**config.mk**
```make
export PLATFORM = sky130hd
export DESIGN_NAME = bus_arbiter_n
export DESIGN_NICKNAME = d
export VERILOG_FILES = /design/src/rtl/bus_arbiter_n.sv
export SDC_FILE = /design/constraint.sdc
export NUM_CORES = 1
export LEC_CHECK = 0
export ABC_AREA = 1
export CORE_AREA = 2 2 165 167
export CTS_BUF_LIST = sky130_fd_sc_hd__clkbuf_8
export DETAILED_ROUTE_END_ITERATION = 10
export DIE_AREA = 0 0 167 169
export GPL_TIMING_DRIVEN = 0
export PLACE_DENSITY = 0.54
export SLEW_MARGIN = 20
export SYNTH_ARGS = -nofsm -noshare
export SYNTH_HDL_FRONTEND = slang
export SYNTH_SLANG_ARGS = --single-unit
```
**constraint.sdc**
```tcl
create_clock -name clk -period 2.6 [get_ports clk]
set_input_delay 0.78 -clock clk [delete_from_list [all_inputs] [get_ports clk]]
set_output_delay 0.78 -clock clk [all_outputs]
set_load 0.005 [all_outputs]
```
**src/rtl/bus_arbiter_n.sv**
```systemverilog
// N-master to 1-slave round-robin arbiter for the valid/ready memory bus.
// Optional grant lock for atomic sequences: define BUS_ARBITER_N_LOCK_EN.
module bus_arbiter_n #(
   parameter int unsigned  NUM_MASTERS = 4,
   parameter int unsigned  ADDR_WIDTH  = 32,
   parameter int unsigned  DATA_WIDTH  = 32,
   localparam int unsigned GW = ($clog2(NUM_MASTERS) > 1) ? $clog2(NUM_MASTERS) : 1,
   localparam int unsigned SW = DATA_WIDTH / 8
) (
   input  logic                              clk,
   input  logic                              resetn,
   input  logic [NUM_MASTERS-1:0]            m_valid,
   output logic [NUM_MASTERS-1:0]            m_ready,
   input  logic [NUM_MASTERS*ADDR_WIDTH-1:0] m_addr,
   input  logic [NUM_MASTERS*DATA_WIDTH-1:0] m_wdata,
   input  logic [NUM_MASTERS*SW-1:0]         m_wstrb,
`ifdef BUS_ARBITER_N_LOCK_EN
   input  logic [NUM_MASTERS-1:0]            m_lock,
`endif
   output logic [DATA_WIDTH-1:0]             m_rdata,
   output logic                              s_valid,
   input  logic                              s_ready,
   output logic [ADDR_WIDTH-1:0]             s_addr,
   output logic [DATA_WIDTH-1:0]             s_wdata,
   output logic [SW-1:0]                     s_wstrb,
   input  logic [DATA_WIDTH-1:0]             s_s_rdata,
   output logic [GW-1:0]                     grant_id
);

   localparam int unsigned N = NUM_MASTERS;

   typedef enum logic [1:0] {
      ST_IDLE = 2'd0,
      ST_BUSY = 2'd1
   } state_t;

   state_t        state, state_nx;
   logic [GW-1:0] grant, grant_nx;
   logic [GW-1:0] last, last_nx;
   logic [N-1:0]  req_others;
   logic [GW:0]   pick_idle, pick_busy;
   logic          keep;
`ifdef BUS_ARBITER_N_LOCK_EN
   logic          cur_valid, cur_lock;
`endif

   // First set bit of req searching from+1, from+2, ... modulo N; MSB flags a hit.
   function automatic logic [GW:0] rr_pick(input logic [N-1:0] req, input logic [GW-1:0] from);
      logic [GW:0] res;
      int unsigned cand;
      res = '0;
      for (int unsigned k = 1; k <= N; k++) begin
         cand = (32'(from) + k) % N;
         if (!res[GW] && req[cand]) res = {1'b1, GW'(cand)};
      end
      return res;
   endfunction

   always_ff @(posedge clk or negedge resetn) begin
      if (!resetn) begin
         state <= ST_IDLE;
         grant <= '0;
         last  <= GW'(N - 1);
      end else begin
         state <= state_nx;
         grant <= grant_nx;
         last  <= last_nx;
      end
   end

   // Next owner: the completing master is excluded so its still-high valid cannot re-win.
   always_comb begin
      state_nx   = state;
      grant_nx   = grant;
      last_nx    = last;
      req_others = m_valid;
`ifdef BUS_ARBITER_N_LOCK_EN
      cur_valid  = 1'b0;
      cur_lock   = 1'b0;
`endif
      for (int i = 0; i < int'(N); i++) begin
         if (grant == GW'(i)) begin
            req_others[i] = 1'b0;
`ifdef BUS_ARBITER_N_LOCK_EN
            cur_valid     = m_valid[i];
            cur_lock      = m_lock[i];
`endif
         end
      end
`ifdef BUS_ARBITER_N_LOCK_EN
      keep = cur_lock & cur_valid;
`else
      keep = 1'b0;
`endif
      pick_idle = rr_pick(m_valid, last);
      pick_busy = rr_pick(req_others, last);
      case (state)
         ST_IDLE: begin
            if (pick_idle[GW]) begin
               state_nx = ST_BUSY;
               grant_nx = pick_idle[GW-1:0];
               last_nx  = pick_idle[GW-1:0];
            end
         end
         ST_BUSY: begin
            if (s_ready && !keep) begin
               if (pick_busy[GW]) begin
                  grant_nx = pick_busy[GW-1:0];
                  last_nx  = pick_busy[GW-1:0];
               end else begin
                  state_nx = ST_IDLE;
               end
            end
         end
         default: state_nx = ST_IDLE;
      endcase
   end

   // Routing from the registered owner; everything reads zero outside BUSY.
   always_comb begin
      s_valid  = 1'b0;
      m_ready  = '0;
      s_addr   = '0;
      s_wdata  = '0;
      s_wstrb  = '0;
      grant_id = '0;
      if (state == ST_BUSY) begin
         s_valid  = 1'b1;
         grant_id = grant;
         for (int i = 0; i < int'(N); i++) begin
            if (grant == GW'(i)) begin
               m_ready[i] = s_ready;
               s_addr     = m_addr[i*ADDR_WIDTH +: ADDR_WIDTH];
               s_wdata    = m_wdata[i*DATA_WIDTH +: DATA_WIDTH];
               s_wstrb    = m_wstrb[i*SW +: SW];
            end
         end
      end
   end

   assign m_rdata = s_s_rdata;

endmodule

```
==> results of run 1 <==
==> flip-flops by register name (all words and copies together) (netlist names) <==
register and count:
last 2, grant 2, state 1
==> layout by cell type (no fill, tap or decap), drive strengths merged <==
cell type and count:
a21boi 1, a21oi 31, buf 148, clkbuf 44
clkdlybuf4s50 267, clkinv 3, dfrtp 3, dfstp 2
diode 2, dlygate4sd2 18, dlymetal6s2s 32, inv 49
nand2 104, nand3 19, nand4 3, nor2 114
nor3 1, o211ai 36, o21a 2, o21ai 114
o221ai 30, o22ai 2
==> Yosys cell counts, drive strengths merged <==
cell type | count | area, µm²
o221ai | 30 | 263
nor3 | 1 | 5.00
clkinv | 2 | 7.51
o22ai | 2 | 12.5
buf | 43 | 300
o21ai | 114 | 571
nand4 | 3 | 18.8
a21oi | 31 | 155
o211ai | 36 | 270
nor2 | 114 | 430
dfrtp | 3 | 75.1
o21a | 2 | 15.0
nand2 | 104 | 400
clkbuf | 39 | 146
inv | 49 | 184
nand3 | 19 | 100
a21boi | 1 | 7.51
dfstp | 2 | 52.6
==> final timing paths <==
| path | start | to | slack, ns | cells after the start |
|---|---|---|---|---|
| max in group asynchronous | resetn | last[0]$_DFFE_PN1P_ | 1.57 | 1 |
| min in group asynchronous | resetn | grant[0]$_DFFE_PN0P_ | 0.77 | 1 |
| hold reg to reg | last[1]$_DFFE_PN1P_ | last[1]$_DFFE_PN1P_ | 0.64 | 3 |
| setup / recovery | grant[0]$_DFFE_PN0P_ | s_addr[22] | 0.02 | 10 |
| setup reg to reg | last[1]$_DFFE_PN1P_ | grant[1]$_DFFE_PN0P_ | 0.65 | 12 |
| hold / removal | last[1]$_DFFE_PN1P_ | last[1]$_DFFE_PN1P_ | 0.64 | 3 |
==> routing by layer <==
metal	routed length (µm)	up-vias
met2	12100	234
met3	1360	12
li1	-	2870
met5	0	-
met1	10500	2652
met4	159	0
==> logic make-up after synthesis <==
group | share of synthesized area (%)
simple gates | 31.7
buf+inv | 21.2
compound gates | 42.9
flops | 4.23
==> final cells by class <==
class	count	share of cell area, %
Inverter	51	2.61
Buffer	81	9.88
Timing Repair Buffer	425	48.7
Tap cell	341	5.24
Sequential cell	5	1.61
Multi-Input combinational cell	457	31.3
Antenna cell	2	0.0614
Clock buffer	3	0.507
Clock inverter	1	0.0461
==> through the flow <==
step / setup WS, ns / hold slack (ns) / cells / total power (µW)
3_3_place_gp: -1.02 / 0.635 / 1321 / 7180
5_1_grt: -0.0531 / 0.681 / 1365 / 8700
4_1_cts: -0.141 / 0.643 / 1356 / 7810
6_report: 0.0200 / 0.639 / 1366 / 7950
3_5_place_dp: -1.00 / 0.637 / 1321 / 7150
2_1_floorplan: 0.454 / 0.484 / 595 / 3370
==> power by group through the flow <==
stage               Clock (µW)  Sequential (µW)  Combinational [µW]
global placement             0              181                7000
CTS                        145              225                7440
global route               152              223                8330
floorplan                    0              162                3210
detailed placement           0              181                6970
finish                     144              213                7600
==> worst max-delay path, stage by stage, from the launching register on <==
cell       delay (ns)
dfrtp_2          0.45
buf_8            0.16
buf_6            0.11
buf_6            0.12
clkbuf_16        0.15
buf_6            0.11
o21ai_2          0.12
o21ai_1          0.07
o211ai_1         0.08
inv_1            0.06
buf_2            0.14
==> repair_timing <==
action	CTS	global route
buffers inserted	31	6
gates cloned	1	2
pin swaps	60	78
endpoints found under the setup margin	74	62
resized for setup	455	116
==> out/results.ini, run 1 <==
[status]
status=finished, final reports clean

[power_and_ir_drop]
peakVddDrop_v=0.000376
power_frac_seq_pct=2.7
combinationalPowerShare_pct=95.5
p_leak_uw=0.00373
clkPwrFrac_pct=1.8
power.density_nw_per_um2=976
p_switching_uw=4110
p_int_uw=3840
p_sw_share_pct=51.7

[clock_network]
clock_sinks=5
cts_root_buffer=clkbuf_8
clk_pin_slew_ns=0.04
cts_hold_buffers=0
cts_made_buffers=3
htree_levels=1
clockBufferDepth=2
insertion_delay_ns=0.23
cts_tree=built

[synth]
syn_area_per_cell_um2=5.07
netlist_area_um2=3010
synth_nets=906
synth-seq-cells=5
ys_types=26
ys_seq_area_share_pct=4.23
syn_inst=595
yosysWarnings=0

[timing]
slew_violations=0
finalHoldViolCount=0
rsz0062_at_grt=true
tns_ns=0
worst_clock_skew_ns=0.00226
tightest_slew_ns=0.561
relSlewSlack_pct=62.6
fin_crit_sh_pct=99.2
fmax_ghz=0.388
setup_viol=0
finalCriticalPeriod_ns=2.58

[global_routing]
busiest_layer=met2
grt_max_degree=11
use_met2_pct=26.7
antenna_found_initial=2
globalRouteMet1Util_pct=21.7
use_met3_pct=2.22
track_usage_pct=15.7
grt.overflow.total=0
grt_pass1_wl_um=34600
grt_pass1_vias=5580

[critical_path]
crit_fanout=5
start_kind=flop
cp.required_ns=1.82
critical_path_class=reg2out
end_kind=output pin
cp.arrival_ns=1.80

[routing]
ant_nets=0
route.detailed.drc=0
routedWlPerCell_um=17.7
drtIter0Drc=371
via_count=5768
drtPass1Iterations=5
wirelength_um=24200
viasPerCell=4.22

[run]
max-cap-violations=0

[floorplan]
num_io_pins=418
die_h_um=169
die_x_um=167
core_area_um2=26500
die_area_um2=28200
num_rows=60
initial_core_util_pct=11.4

[finish]
multi_input_area_um2=2550
drive_gt1_share_pct=24.6
final_nets=1335
design_area_um2=8150
num-fill-cells=2908
postLayoutCoreUtil_pct=30.7
area_delta_synth_final_pct=170
seq_area_um2=131

[worst_hold_path]
hp-class=reg2reg

[place]
dp_hpwl_um=19200
io_buffers=385
dpl_cell_area_um2=7290
gp_congestion=0.856

No activity file was read; power rests on OpenSTA's default activity.
==> inputs of run 2 (changes only) <==
--- a/config.mk
+++ b/config.mk
@@ -6,12 +6,12 @@
 export NUM_CORES = 1
 export LEC_CHECK = 0
 export ABC_AREA = 1
-export CORE_AREA = 2 2 165 167
+export CORE_AREA = 2 2 162 164
 export CTS_BUF_LIST = sky130_fd_sc_hd__clkbuf_8
 export DETAILED_ROUTE_END_ITERATION = 10
-export DIE_AREA = 0 0 167 169
+export DIE_AREA = 0 0 164 166
 export GPL_TIMING_DRIVEN = 0
-export PLACE_DENSITY = 0.54
+export PLACE_DENSITY = 0.57
 export SLEW_MARGIN = 20
 export SYNTH_ARGS = -nofsm -noshare
 export SYNTH_HDL_FRONTEND = slang
==> constraint.sdc (replaced) <==
create_clock -name clk -period 2.35 [get_ports clk]
set_input_delay 0.705 -clock clk [delete_from_list [all_inputs] [get_ports clk]]
set_output_delay 0.705 -clock clk [all_outputs]
set_load 0.005 [all_outputs]
==> out/results.ini, run 2 (same netlist as run 1, synthesis figures left out) <==
[routing]
drtIter0Drc=416  ; +12%
drtPass1Iterations=5  ; unchanged
wl_met2_um=12800  ; +5.8%
ant_nets=0  ; unchanged
wirelength_um=25200  ; +4.2%
routedWlPerCell_um=18.4  ; +4.2%
viasPerCell=4.33  ; +2.5%
routed.top_layer=met4
route.met3.wl_um=1350  ; -1.4%
via_count=5918  ; +2.6%
met1Wirelength_um=10800  ; +2.9%
route.detailed.drc=0  ; unchanged

[power_and_ir_drop]
peakVddDrop_v=0.000498  ; +32%
totalPowerFinal_uw=10200  ; +28%
power.density_nw_per_um2=1140  ; +17%
p_leak_uw=0.00382  ; +2.3%

[global_routing]
grt_max_degree=11  ; unchanged
track_usage_pct=16.9  ; +1.3 points
antenna_found_initial=0  ; -2
grt.overflow.total=0  ; unchanged
grt_pass1_vias=5789  ; +3.7%
grt_pass1_wl_um=35600  ; +3.0%

[critical_path]
critical_path_class=in2out
crit_chain=clkdlybuf4s50_1, nor2_1, nor2_4, o221ai_2, a21oi_2, buf_2
slowest_stage=clkdlybuf4s50_1
crit_fanout=1  ; -4
path_buf_inv=2  ; -5
end_kind=output pin
critPathTopFamily=buffers and inverters
max_stage_delay_ns=0.46  ; about the same
cp.arrival_ns=1.76  ; -0.04 ns
start_kind=input pin
cp.required_ns=1.64  ; -0.18 ns

[floorplan]
num_rows=59  ; -1.7%
initial_core_util_pct=11.8  ; +0.39 points
die_h_um=166  ; -1.8%
num_io_pins=418  ; unchanged
die_x_um=164  ; -1.8%
die_area_um2=27200  ; -3.5%
core_area_um2=25600  ; -3.3%

[run]
max-cap-violations=0  ; unchanged

[clock_network]
cts_tree=built
cts_made_buffers=3  ; unchanged
cts_root_buffer=clkbuf_8
clockBufferDepth=2  ; unchanged
cts_hold_buffers=0  ; unchanged
clock_sinks=5  ; unchanged
clk_pin_slew_ns=0.04  ; about the same
htree_levels=1  ; unchanged
insertion_delay_ns=0.22  ; about the same

[timing]
setup_viol=54  ; +54
rsz0062_at_grt=true
fin_ws_ns=-0.117  ; -0.137 ns
finalCriticalPeriod_ns=2.47
relSlewSlack_pct=63.3  ; +0.73 points
slew_violations=0  ; unchanged
fin_crit_sh_pct=105
fmax_ghz=0.405
worst_clock_skew_ns=0.000341  ; -0.00191 ns
tns_ns=-2.23  ; -2.23 ns
finalHoldViolCount=0  ; unchanged
tightest_slew_ns=0.550  ; -0.0109 ns

[place]
gp_congestion=0.896  ; +4.6%
dpl_cell_area_um2=7290  ; -0.10%
io_buffers=385  ; unchanged
dp_hpwl_um=18700  ; -2.5%
placed_cells=1315  ; -0.45%

[finish]
design_area_um2=8940  ; +9.8%
mostFrequentLayoutCell=clkdlybuf4s50_1
final_nets=1344  ; +0.67%
drive_gt1_share_pct=34.2  ; +9.6 points
most-common-layout-cells=clkdlybuf4s50_1, nand2_1, buf_2
largestRegisters=grant: 2 flops, last: 2 flops, state: 1 flops
layout.cells.non_filler=1367  ; +0.073%
antenna-diode-count=0  ; -2
postLayoutCoreUtil_pct=34.9  ; +4.2 points
area_delta_synth_final_pct=197

[status]
status=complete, but fails checks
violations=negative setup slack

[worst_hold_path]
hp-class=reg2reg

run 2: cell types whose count changed in the layout (fill, tap and decap cells not counted), moves of 16 or more:
cell            previous run  this run
dlygate4sd2_1             18        34
dlymetal6s2s_1            32         9
nor2_1                    98        43
nor2_2                     7        32
nor2_4                     9        39
o21ai_0                   43        27
run 2: final cells by class:
cell class	instances	area, µm²
plain buffers	78	958
clock buffers	3	41.3
fillers	2710	16700
well taps	335	419
flip-flops and latches	5	131
clock inverters	1	3.75
inverters	51	223
repair buffers	436	4150
multi-input cells	457	3010
repair inverters	1	8.76
run 2: worst paths after layout:
| path | startpoint | end | slack (ns) | depth (start not counted) |
|---|---|---|---|---|
| hold / removal | last[1]$_DFFE_PN1P_ | last[1]$_DFFE_PN1P_ | 0.65 | 3 |
| setup reg to reg | grant[1]$_DFFE_PN0P_ | grant[1]$_DFFE_PN0P_ | 0.26 | 14 |
| max in group asynchronous | resetn | last[1]$_DFFE_PN1P_ | 1.34 | 1 |
| min in group asynchronous | resetn | state[0]$_DFFE_PN0P_ | 0.73 | 1 |
| setup / recovery | m_wdata[52] | s_wdata[20] | -0.12 | 6 |
| hold reg to reg | last[1]$_DFFE_PN1P_ | last[1]$_DFFE_PN1P_ | 0.65 | 3 |
run 2: power breakdown:
part / internal [µW] / switching, µW
Clock: 112 / 46.3
Combinational: 4830 / 4970
Sequential: 151 / 87.7
Total: 5090 / 5110
run 2: tightest hold or removal path, stage by stage (launching register included):
cell     delay (ns)
dfstp_2        0.35
buf_2          0.17
nand2_1        0.08
nand2_1        0.05
run 2: metrics by stage:
step                      setup WS [ns]  hold WS, ns
after floorplan                   0.279        0.409
after global placement            -1.19        0.637
after detailed placement          -1.08        0.640
after CTS                        -0.133        0.645
after global routing             -0.165        0.691
final                            -0.117        0.645
run 2: what timing repair did:
| item | 4_1_cts | 5_1_grt |
|---|---|---|
| pin swaps | 74 | 76 |
| gates resized for setup | 643 | 124 |
| setup endpoints to repair | 74 | 73 |
| cloned | 9 | 6 |
| buffers inserted | 33 | 7 |
run 2: metal layers:
| layer | global-route usage, % | vias up |
|---|---|---|
| met2 | 30.6 | 222 |
| met4 | 1.30 | 0 |
| met5 | 0 | - |
| li1 | - | 2892 |
| met3 | 2.15 | 14 |
| met1 | 22.2 | 2790 |
==> inputs of run 3 (changes only) <==
--- a/config.mk
+++ b/config.mk
@@ -6,12 +6,12 @@
 export NUM_CORES = 1
 export LEC_CHECK = 0
 export ABC_AREA = 1
-export CORE_AREA = 2 2 162 164
+export CORE_AREA = 2 2 165 167
 export CTS_BUF_LIST = sky130_fd_sc_hd__clkbuf_8
 export DETAILED_ROUTE_END_ITERATION = 10
-export DIE_AREA = 0 0 164 166
+export DIE_AREA = 0 0 167 169
 export GPL_TIMING_DRIVEN = 0
-export PLACE_DENSITY = 0.57
+export PLACE_DENSITY = 0.54
 export SLEW_MARGIN = 20
 export SYNTH_ARGS = -nofsm -noshare
 export SYNTH_HDL_FRONTEND = slang
==> constraint.sdc (replaced) <==
create_clock -name clk -period 2.3 [get_ports clk]
set_input_delay 0.69 -clock clk [delete_from_list [all_inputs] [get_ports clk]]
set_output_delay 0.69 -clock clk [all_outputs]
set_load 0.005 [all_outputs]
==> out/results.ini, run 3 (same netlist as run 1, synthesis figures left out) <==
[status]
status=complete, but fails checks
violations=negative setup slack

[clock_network]
clock_sinks=5  ; unchanged
cts_made_buffers=3  ; unchanged
cts_tree=built
clockBufferDepth=2  ; unchanged
insertion_delay_ns=0.22  ; about the same
cts_hold_buffers=0  ; unchanged
htree_levels=1  ; unchanged
cts_root_buffer=clkbuf_8
clk_pin_slew_ns=0.04  ; about the same

[global_routing]
grt_max_degree=11  ; unchanged
grt_pass1_wl_um=35400  ; -0.70%
antenna_found_initial=2  ; +2
grt_pass1_vias=5691  ; -1.7%
track_usage_pct=16.1  ; -0.85 points
grt.overflow.total=0  ; unchanged

[routing]
drtIter0Drc=313  ; -25%
routedWlPerCell_um=18.2  ; -1.2%
viasPerCell=4.27  ; -1.4%
via_count=5850  ; -1.1%
route.detailed.drc=0  ; unchanged
ant_nets=0  ; unchanged
drtPass1Iterations=5  ; unchanged
wirelength_um=24900  ; -0.99%

[floorplan]
initial_core_util_pct=11.4  ; -0.39 points
die_x_um=167  ; +1.8%
core_area_um2=26500  ; +3.5%
num_io_pins=418  ; unchanged
die_area_um2=28200  ; +3.7%
num_rows=60  ; +1.7%
die_h_um=169  ; +1.8%

[timing]
worst_clock_skew_ns=0.000526  ; +0.000185 ns
fin_crit_sh_pct=106
relSlewSlack_pct=62.0  ; -1.4 points
finalHoldViolCount=0  ; unchanged
tightest_slew_ns=0.571  ; +0.0203 ns
fmax_ghz=0.411
setup_viol=63  ; +17%
holdWs_ns=0.644  ; -0.00177 ns
finalCriticalPeriod_ns=2.43
rsz0062_at_grt=true
fin_ws_ns=-0.131  ; -0.0146 ns
slew_violations=0  ; unchanged

[place]
gp_congestion=0.856  ; -4.4%
io_buffers=385  ; unchanged
dp_hpwl_um=19200  ; +2.6%

[critical_path]
max_stage_delay_ns=0.42  ; -0.04 ns
slowest_stage=dfrtp_2
crit_chain=buf_4, clkinv_8, nand2_8, buf_6, o221ai_1, a21oi_1, buf_2
end_kind=output pin
r2r_cells=12  ; -2
path_buf_inv=4  ; +2
critical_path_class=reg2out
start_kind=flop
critPathTopFamily=buffers and inverters
crit_fanout=10  ; +9
cp.arrival_ns=1.74  ; -0.02 ns
cp.required_ns=1.61  ; -0.03 ns
cp.depth=7  ; +1

[worst_hold_path]
whs_path_depth=3  ; unchanged
hp-class=reg2reg

[finish]
mostFrequentLayoutCell=clkdlybuf4s50_1
final_nets=1339  ; -0.37%
largestRegisters=grant: 2 flops, last: 2 flops, state: 1 flops
most-common-layout-cells=clkdlybuf4s50_1, nand2_1, buf_2
area_delta_synth_final_pct=186
num-fill-cells=2871  ; +5.9%
drive_gt1_share_pct=30.6  ; -3.6 points

[power_and_ir_drop]
totalPowerFinal_uw=9820  ; -3.7%
power.density_nw_per_um2=1140  ; -0.22%
peakVddDrop_v=0.000445  ; -11%
p_leak_uw=0.00380  ; -0.45%

[run]
max-cap-violations=0  ; unchanged

==> run 3: cell count changes in the layout (fill, tap and decap cells not counted), sizes merged, moves of 2 or more <==
cell / delta
diode: +2
dlygate4sd2: -13
dlymetal6s2s: +15
clkbuf: +3
buf: -7
==> run 3: what timing repair did <==
action                                  in CTS  in global routing
setup buffers                               33                  3
pin swaps                                   53                 58
cloned                                       6                  6
endpoints found under the setup margin      74                 75
endpoints found under the hold margin        0                  0
gates resized for setup                    538                146
==> run 3: final cells by class <==
cell class,instances,area (µm²),area share (%)
Timing Repair Buffer,429,4070,47.2
Multi-Input combinational cell,457,2800,32.5
Buffer,80,918,10.6
Tap cell,341,427,4.94
Inverter,51,220,2.55
Sequential cell,5,131,1.52
Clock buffer,3,41.3,0.478
Timing Repair inverter,1,8.76,0.101
Antenna cell,2,5.00,0.0580
Clock inverter,1,3.75,0.0435
==> run 3: final timing paths <==
| kind | start | endpoint | slack [ns] |
|---|---|---|---|
| hold / removal | last[1]$_DFFE_PN1P_ | last[1]$_DFFE_PN1P_ | 0.64 |
| setup reg to reg | last[1]$_DFFE_PN1P_ | grant[0]$_DFFE_PN0P_ | 0.34 |
| setup / recovery | grant[0]$_DFFE_PN0P_ | s_wdata[23] | -0.13 |
| max in group asynchronous | resetn | last[0]$_DFFE_PN1P_ | 1.36 |
| hold reg to reg | last[1]$_DFFE_PN1P_ | last[1]$_DFFE_PN1P_ | 0.64 |
| min in group asynchronous | resetn | grant[0]$_DFFE_PN0P_ | 0.69 |
==> run 3: metrics by stage <==
| stage | utilization, % | worst slack (ns) | area [µm²] | setup TNS (ns) | instances |
|---|---|---|---|---|---|
| 2_1_floorplan | - | 0.244 | 3010 | 0 | 595 |
| 3_3_place_gp | 27.5 | -1.23 | 7290 | -69.33 | 1321 |
| 4_1_cts | 31.3 | -0.209 | 8310 | -7.06 | 1363 |
| 3_5_place_dp | 27.5 | -1.21 | 7290 | -67.97 | 1321 |
| 5_1_grt | 32.6 | -0.203 | 8630 | -9.42 | 1369 |
| 6_report | 32.6 | -0.131 | 8630 | -3.38 | 1370 |
==> run 3: worst min-delay path, stage by stage, from the launching register on <==
cell and delay [ns]:
dfstp_2 0.35, buf_2 0.16, nand2_1 0.08, nand2_1 0.05
==> run 3: report_power, final <==
group	switching, µW	internal [µW]
Sequential	82.3	154
Clock	46.8	115
Combinational	4860	4560
Total	4990	4830
==> run 3: routing by layer <==
metal  GRT usage, %  vias to the layer above  routed length (µm)
li1               -                     2885                   -
met1           21.8                     2719               10600
met2           27.6                      221               12500
met3           2.53                       25                1450
met4           2.06                        0                 313
met5              0                        -                   0
